[src/rtl/opto_switch_filter_mc_pkg.sv]
// Shared defaults for the opto-switch debounce filter.
package opto_switch_filter_mc_pkg;

  // Stability counter / threshold width.
  localparam int CNT_W_DEF = 16;

  // Per-channel glitch counter width.
  localparam int GLITCH_W_DEF = 8;

  // Default stability threshold in clocks. The integrating level drives this onto i_thresh.
  localparam logic [15:0] DEF_OPTO_THRESH = 16'd500;

endpackage

[src/rtl/opto_switch_filter_mc_ch.sv]
// One debounce channel: 2-FF synchroniser, stability counter, filtered level,
// rise/fall strobes and a saturating count of rejected glitches.
import opto_switch_filter_mc_pkg::*;

module opto_switch_filter_ch #(
  parameter int   CNT_W      = CNT_W_DEF,
  parameter logic INIT_LEVEL = 1'b0,
  parameter int   GLITCH_W   = GLITCH_W_DEF
) (
  input  logic                i_clk,
  input  logic                i_rst,
  input  logic [CNT_W-1:0]    i_thresh,
  input  logic                i_raw,
  input  logic                i_glitch_clr,
  output logic                o_level,
  output logic                o_rise,
  output logic                o_fall,
  output logic [GLITCH_W-1:0] o_glitch_cnt
);

  logic                r_s1;
  logic                r_s2;
  logic                r_out;
  logic                r_rise;
  logic                r_fall;
  logic [CNT_W-1:0]    r_cnt;
  logic [GLITCH_W-1:0] r_glitch;

  logic [CNT_W-1:0]    w_eff_thr;
  logic                w_qualify;
  logic                w_update;
  logic                w_glitch;

  // A zero threshold behaves like a threshold of one clock.
  assign w_eff_thr = (i_thresh == '0) ? CNT_W'(1) : i_thresh;

  // s2 has been stable for at least eff_thr clocks.
  assign w_qualify = (r_cnt >= w_eff_thr);
  assign w_update  = w_qualify && (r_s2 != r_out);

  // Input moved back to the filtered level before the excursion qualified.
  assign w_glitch  = (r_s1 != r_s2) && (r_s1 == r_out) && !w_qualify;

  // Two-stage synchroniser for the asynchronous sensor level.
  always_ff @(posedge i_clk) begin
    if (i_rst) begin
      r_s1 <= INIT_LEVEL;
      r_s2 <= INIT_LEVEL;
    end else begin
      r_s1 <= i_raw;
      r_s2 <= r_s1;
    end
  end

  // Stability counter: restarts on any change, otherwise counts up and saturates.
  always_ff @(posedge i_clk) begin
    if (i_rst) begin
      r_cnt <= '0;
    end else if (r_s1 != r_s2) begin
      r_cnt <= '0;
    end else if (r_cnt != '1) begin
      r_cnt <= r_cnt + CNT_W'(1);
    end
  end

  // Filtered level follows s2 once qualified; strobes fire on the same edge for one cycle.
  always_ff @(posedge i_clk) begin
    if (i_rst) begin
      r_out  <= INIT_LEVEL;
      r_rise <= 1'b0;
      r_fall <= 1'b0;
    end else begin
      r_rise <= w_update &&  r_s2;
      r_fall <= w_update && !r_s2;
      if (w_update) begin
        r_out <= r_s2;
      end
    end
  end

  // Glitch counter: clear wins over a simultaneous increment; saturates at all-ones.
  always_ff @(posedge i_clk) begin
    if (i_rst || i_glitch_clr) begin
      r_glitch <= '0;
    end else if (w_glitch && (r_glitch != '1)) begin
      r_glitch <= r_glitch + GLITCH_W'(1);
    end
  end

  assign o_level      = r_out;
  assign o_rise       = r_rise;
  assign o_fall       = r_fall;
  assign o_glitch_cnt = r_glitch;

endmodule

[src/rtl/opto_switch_filter_mc.sv]
// Multi-channel debounce filter for opto-switch sensors in the rotate path.
// Interface: no handshake. Every output is registered; i_thresh and
// i_glitch_clr are shared by all channels and take effect at the next edge.
import opto_switch_filter_mc_pkg::*;

module opto_switch_filter_mc #(
  parameter int   CH_NUM     = 4,
  parameter int   CNT_W      = CNT_W_DEF,
  parameter logic INIT_LEVEL = 1'b0,
  parameter int   GLITCH_W   = GLITCH_W_DEF
) (
  input  logic                       i_clk,
  input  logic                       i_rst,
  input  logic [CNT_W-1:0]           i_thresh,
  input  logic [CH_NUM-1:0]          i_opto_switch,
  input  logic                       i_glitch_clr,
  output logic [CH_NUM-1:0]          o_opto_switch,
  output logic [CH_NUM-1:0]          o_rise,
  output logic [CH_NUM-1:0]          o_fall,
  output logic [CH_NUM*GLITCH_W-1:0] o_glitch_cnt
);

  // One independent filter per channel; channel n's glitch count sits at [n*GLITCH_W +: GLITCH_W].
  for (genvar g = 0; g < CH_NUM; g++) begin : g_ch
    opto_switch_filter_ch #(
      .CNT_W      (CNT_W),
      .INIT_LEVEL (INIT_LEVEL),
      .GLITCH_W   (GLITCH_W)
    ) u_ch (
      .i_clk        (i_clk),
      .i_rst        (i_rst),
      .i_thresh     (i_thresh),
      .i_raw        (i_opto_switch[g]),
      .i_glitch_clr (i_glitch_clr),
      .o_level      (o_opto_switch[g]),
      .o_rise       (o_rise[g]),
      .o_fall       (o_fall[g]),
      .o_glitch_cnt (o_glitch_cnt[g*GLITCH_W +: GLITCH_W])
    );
  end

endmodule
[config.mk]
export PLATFORM = sky130hd
export DESIGN_NAME = opto_switch_filter_mc
export DESIGN_NICKNAME = d
export VERILOG_FILES = /design/src/rtl/opto_switch_filter_mc_pkg.sv /design/src/rtl/opto_switch_filter_mc_ch.sv /design/src/rtl/opto_switch_filter_mc.sv
export SDC_FILE = /design/constraint.sdc
export NUM_CORES = 1
export LEC_CHECK = 0
export ABC_AREA = 0
export BUFFER_PORTS_ARGS = -buffer_cell sky130_fd_sc_hd__buf_2
export CAP_MARGIN = 20
export CORE_ASPECT_RATIO = 0.9
export CORE_MARGIN = 2
export CORE_UTILIZATION = 55
export CTS_BUF_LIST = sky130_fd_sc_hd__clkbuf_8
export DETAILED_ROUTE_END_ITERATION = 8
export GPL_TIMING_DRIVEN = 0
export PLACE_DENSITY_LB_ADDON = 0.15
export RECOVER_POWER = 50
export SLEW_MARGIN = 15
export SYNTH_ARGS = -nofsm -noshare
export SYNTH_HDL_FRONTEND = slang
export SYNTH_SLANG_ARGS = --single-unit
[constraint.sdc]
create_clock -name i_clk -period 3.88 [get_ports i_clk]
set_input_delay 0.194 -clock i_clk [delete_from_list [all_inputs] [get_ports i_clk]]
set_output_delay 0.194 -clock i_clk [all_outputs]
set_load 0.005 [all_outputs]
======== Word level (Yosys, flattened, before mapping) ========
Cells that the tools add are included.
cells by class
  add/sub/neg operators ................... 8
  $lt $le $gt $ge ......................... 4
  eq/ne operators ......................... 20
  mux-type cells .......................... 1
  reductions and logical operators ........ 38
operators with widths
  cell                                                             number
  16-bit by 1-bit adder with 16-bit output, second input constant  4
  16-bit greater-or-equal comparator                               4
  16-bit != test, second input constant                            4
  8-bit by 1-bit adder with 8-bit output, second input constant    4
  8-bit != test, second input constant                             4
  1-bit logical AND                                                24
  16-bit logical NOT                                               1
  16-bit 2-to-1 mux                                                1
  1-bit logical NOT                                                8
  1-bit != test                                                    8
  2-bit OR reduction                                               4
  1-bit equality test                                              4
  1-bit logical OR                                                 1
storage, ports and cells
  register bits ........................... 116
  logic and storage cells ................. 99

======== Logic depth before layout (Yosys ltp) ========
  depth after elaboration ................. 6
  mapped depth ............................ 10
  gate-level depth less buffers ........... 9

======== Modules after synthesis ========
Synthesis repeated with hierarchy kept, for this count alone.
second synthesis, totals
  cell total of the unflattened synthesis .. 844
  area, all modules ....................... 6921.6 sq um
by module, submodules not included
  module                 instances  cells an instance  area an instance (sq um)  seq. area each (sq um)
  opto_switch_filter_ch  4          211                1730.4                    580.6

======== Least setup slack after synthesis ========
OpenSTA, ideal clock, no wires.
  path type ............................... in2reg
  start point ............................. in i_thresh[9]
  end point ............................... reg g_ch[3].u_ch.r_glitch[3]
  arrival time ............................ 2.444 ns
  data required time ...................... 3.810 ns
  slack ................................... 1.365 ns
  cell stages on the path ................. 10
  buffers on the path ..................... 1
  path through ............................ nor4_1 -> a41o_1 -> ha_1 -> nand2b_1 -> a2111oi_0 -> o41a_1 -> nand3_2 -> buf_6 -> or3_1 -> a21oi_1
on the way
  word-level cells in the longest chain between the ends .. 6
ends and longest elaborated chain
  element                                 RTL line                        text
  from (decl)                             opto_switch_filter_mc.sv:14     input logic [CNT_W-1:0] i_thresh,
  16-bit logical NOT                      opto_switch_filter_mc_ch.sv:35  assign w_eff_thr = (i_thresh == '0) ? CNT_W'(1) : i_thresh;
  16-bit 2-to-1 mux (*)                   opto_switch_filter_mc_ch.sv:35
  16-bit greater-or-equal comparator (*)  opto_switch_filter_mc_ch.sv:38  assign w_qualify = (r_cnt >= w_eff_thr);
  1-bit logical NOT (*)                   opto_switch_filter_mc_ch.sv:42  assign w_glitch = (r_s1 != r_s2) && (r_s1 == r_out) && !w_qualify;
  1-bit logical AND (*)                   opto_switch_filter_mc_ch.sv:42
  1-bit logical AND (*)                   opto_switch_filter_mc_ch.sv:85  end else if (w_glitch && (r_glitch != '1)) begin
  to (signal assigned)                    opto_switch_filter_mc_ch.sv:86  r_glitch <= r_glitch + GLITCH_W'(1);
  to (decl)                               opto_switch_filter_mc_ch.sv:27  logic [GLITCH_W-1:0] r_glitch;
Every way passes the cells marked *; elsewhere a longest branch is shown, timed or not.
A chain may end at the register's enable or synchronous reset.

======== Worst setup path in the final report ========
  start point ............................. in i_thresh[5]
  end point ............................... reg g_ch[3].u_ch.r_glitch[3]
The elaborated chain is that of the path after synthesis.

==> results_tabular.tex <==
\begin{tabular}{lr}
\hline
Metric & Value \\
\hline
\multicolumn{2}{l}{\textbf{Cells and area}} \\
Util after Layout & 63.4\% \\
Share of layout cells above drive strength 1 & 9.75\% \\
Diodes inserted & 0 \\
Area growth from synthesis to layout & 13.4\% \\
Total number of nets in the final design & 976 \\
Most common library cell in the layout ignoring fill and taps & dfxtp\_1 \\
Commonest cells after routing, fill and taps aside & dfxtp\_1, nor2\_1, ha\_1 \\
Post-route cell area & 7600 um\^{}2 \\
\multicolumn{2}{l}{\textbf{STA}} \\
Final setup violation count & 0 \\
Layout Skew & 0.0110 ns \\
Final hold violations & 0 \\
Unrepaired setup endpoints after global routing & no \\
Crit path setup slack, layout & 1.06 ns \\
Setup TNS & 0 ns \\
Highest achievable clock rate & 354 MHz \\
Final critical-path share of the clock period & 72.7\% \\
Fin. max-slew vios & 0 \\
Min Clock Period, post-route & 2.82 ns \\
Relative slew slack & 41.4\% \\
Worst Max-Slew Pin Slew & 0.872 ns \\
\multicolumn{2}{l}{\textbf{Yosys}} \\
Synthesized area & 6700 um\^{}2 \\
Synth top area share & 34.7\% \\
Top cells by area, synth & dfxtp\_1, ha\_1, nor2\_1, nand3\_1, a21oi\_1 \\
Synth Warn \# & 0 \\
Post-synthesis share of cell area spent on full adders, half adders and majority gates & 13.4\% \\
Average footprint of a synthesized cell & 8.46 um\^{}2 \\
Synth area leader & dfxtp\_1 \\
FF+latch count, synth & 116 \\
Number of standard cells after synthesis & 792 \\
Share of synthesized flip-flops with an asynchronous set or reset & 0\% \\
Combinational family with the most area after synthesis & simple AND/OR/NAND/NOR gates \\
Simple-gate share of the synthesized area & 27.7\% \\
Xor/xnor share of the synthesized area & 6.53\% \\
EDFF count, synth & 0 \\
Synthesized netlist net count & 887 \\
Area fraction in compound gates after synthesis & 12.4\% \\
Unique masters post-synth & 60 \\
Ys flop type & dfxtp\_1 \\
Multiplexer area fraction after synthesis & 0.896\% \\
Sequential-to-total area share from yosys stat & 34.7\% \\
\multicolumn{2}{l}{\textbf{Worst setup path}} \\
Critical path cell sequence & buf\_2 > nor4\_1 > a41o\_1 > ha\_1 > nand2b\_1 > a2111oi\_0 > o41a\_1 > nand3\_2 > buf\_6 > or3\_1 > a21oi\_1 \\
Kind of launch point of the worst setup path & primary input \\
Category of the critical setup timing path & primary input to flop \\
Arrival time at the worst endpoint & 3.20 ns \\
Critical Path Sink Type & flop \\
Critical Path Slowest Stage Cell & a2111oi\_0 \\
Number of cells on the worst reg-to-reg path & 9 \\
Largest stage delay on the critical path & 0.76 ns \\
Worst endpoint required time & 4.26 ns \\
Crit Path Max Fanout & 10 \\
\multicolumn{2}{l}{\textbf{Placed design}} \\
Placer congestion estimate & 0.850 \\
Half-perimeter wire length of the detailed placement result & 12000 um \\
Port Buf Inserts & 66 \\
Instance area at placement & 7230 um\^{}2 \\
DP Worst Slack & 0.630 ns \\
\multicolumn{2}{l}{\textbf{Routing}} \\
Pre-Repair DR Iteration Count & 5 \\
Vias after detailed routing & 6093 \\
Total Routed Length & 16100 um \\
Average wire per cell in the routed design & 15.3 um \\
Remaining antenna violation count & 0 \\
Vias per inst & 5.79 \\
Iteration-0 DRC count of the detailed router & 388 \\
Post-detailed-route DRC marker count & 0 \\
\multicolumn{2}{l}{\textbf{Clock tree}} \\
Master cell of the clock root buffer & clkbuf\_8 \\
CTS tree & built \\
TritonCTS sink count & 116 \\
Latest clock arrival within the worst-skew pair & 0.45 ns \\
Clock Tree Buf Depth & 2 \\
Clock slew seen by the registers of the worst setup and hold paths & 0.07 ns \\
Cts bufs inserted & 17 \\
Maximum level of the CTS H-tree & 4 \\
\multicolumn{2}{l}{\textbf{Die}} \\
Die Area & 13100 um\^{}2 \\
Starting utilization of the core area & 55.9\% \\
Area of the placeable core & 12000 um\^{}2 \\
Num ports & 67 \\
Height of the die & 109 um \\
Site Rows & 38 \\
Die X-Extent & 120 um \\
\multicolumn{2}{l}{\textbf{GRT}} \\
First-pass GRT wire length & 26500 um \\
Via count of the first global-routing pass & 5799 \\
Remaining Overflow, GRT & 0 \\
All-Layer GR Usage & 25.6\% \\
Initial antenna violation count & 0 \\
Largest net degree at the start of global routing & 17 \\
\multicolumn{2}{l}{\textbf{Pwr}} \\
Static Leak & 0.00303 uW \\
Areal power density over the cells & 324 nW/um\^{}2 \\
Total power & 2460 uW \\
Worst IR drop on VDD & 0.252 mV \\
\multicolumn{2}{l}{\textbf{Status}} \\
Outcome & finished, final reports clean \\
\multicolumn{2}{l}{\textbf{Job}} \\
Max-cap check violation count & 0 \\
\multicolumn{2}{l}{\textbf{Worst hold path}} \\
Instance count along the most critical hold path & 3 \\
Tightest Hold Check Type & primary input to flop \\
\hline
\end{tabular}
-- flip-flops by register name (all words and copies together), names as in the netlist --
name	count
g_ch.u_ch.o_fall	4
g_ch.u_ch.o_glitch_cnt	32
g_ch.u_ch.o_level	4
g_ch.u_ch.o_rise	4
g_ch.u_ch.r_cnt	64
g_ch.u_ch.r_s1	4
g_ch.u_ch.r_s2	4
-- synthesized netlist by cell type, drive strengths merged (3+ instances only) --
master and number:
dfxtp 116, nor2 87, ha 72, nand2 57, nand3 53, a21oi 51
nor3 31, inv 30, xnor2 25, xor2 25, nand4 24, o21ai 20
clkbuf 17, and3 16, buf 16, nor2b 13, nand2b 12, or4 12
or3 11, a211oi 10, o31ai 10, nor3b 9, nor4 9, a31oi 8
and4 8, mux2i 6, nor4b 4, o21a 4, and2 3, o21bai 3
-- metal layers --
| metal | wire length [um] | GRT usage [%] | share of wire [%] | up-vias |
|---|---|---|---|---|
| met1 | 7380 | 31.6 | 46 | 2877 |
| met4 | 405 | 11.7 | 2.5 | 0 |
| li1 | - | - | - | 3055 |
| met3 | 661 | 5.44 | 4.1 | 31 |
| met5 | 0 | 0 | 0 | - |
| met2 | 7660 | 43.2 | 48 | 130 |
-- final cells by class --
type                       count  area [um^2]
sequential                   116         2320
multi-input combinational    613         4080
clock buffer                  20          275
buffer                        33          178
timing repair buffer          70          338
clock inverter                10         93.8
inverter                      30          113
tap                          160          200
fill                        1097         4380
-- kinds of logic after synthesis --
kind of cell    after synthesis
xor+xnor                     50
buf+inv                      63
mux                           6
compound gates              129
flops                       116
simple gates                356
fa+ha+maj                    72
-- stage by stage --
stage	hold slack [ns]	cells
after floorplan	0.322	792
after global placement	0.419	1018
after detailed placement	0.410	1018
after CTS	0.110	1052
after global routing	0.139	1052
final	0.131	1052
-- what timing repair did --
action	4_1_cts	5_1_grt
setup endpoints to repair	0	0
hold buffers	4	0
setup buffers	0	0
endpoints found under the hold margin	4	0
resized for setup	0	0
-- final timing paths --
kind	from	end	slack, ns
hold reg to reg	g_ch[1].u_ch.o_glitch_cnt[5]	g_ch[1].u_ch.o_glitch_cnt[5]	0.48
setup reg to reg	g_ch[3].u_ch.r_cnt[0]	g_ch[3].u_ch.o_glitch_cnt[3]	1.13
hold / removal	i_glitch_clr	g_ch[3].u_ch.o_glitch_cnt[7]	0.13
setup / recovery	i_thresh[5]	g_ch[3].u_ch.o_glitch_cnt[3]	1.06
-- critical path, delay by kind of cell --
family	cells	cell delay, ns
buffers and inverters	2	0.29
AO/OA/AOI/OAI	4	1.56
adder cells (fa/ha/maj)	1	0.28
AND/OR/NAND/NOR	4	0.88
-- where the power goes --
| group | internal, uW | switching [uW] |
|---|---|---|
| Sequential | 1200 | 17.2 |
| Clock | 599 | 467 |
| Combinational | 67.1 | 111 |
Note: power is estimated with default switching activity, not from simulation.
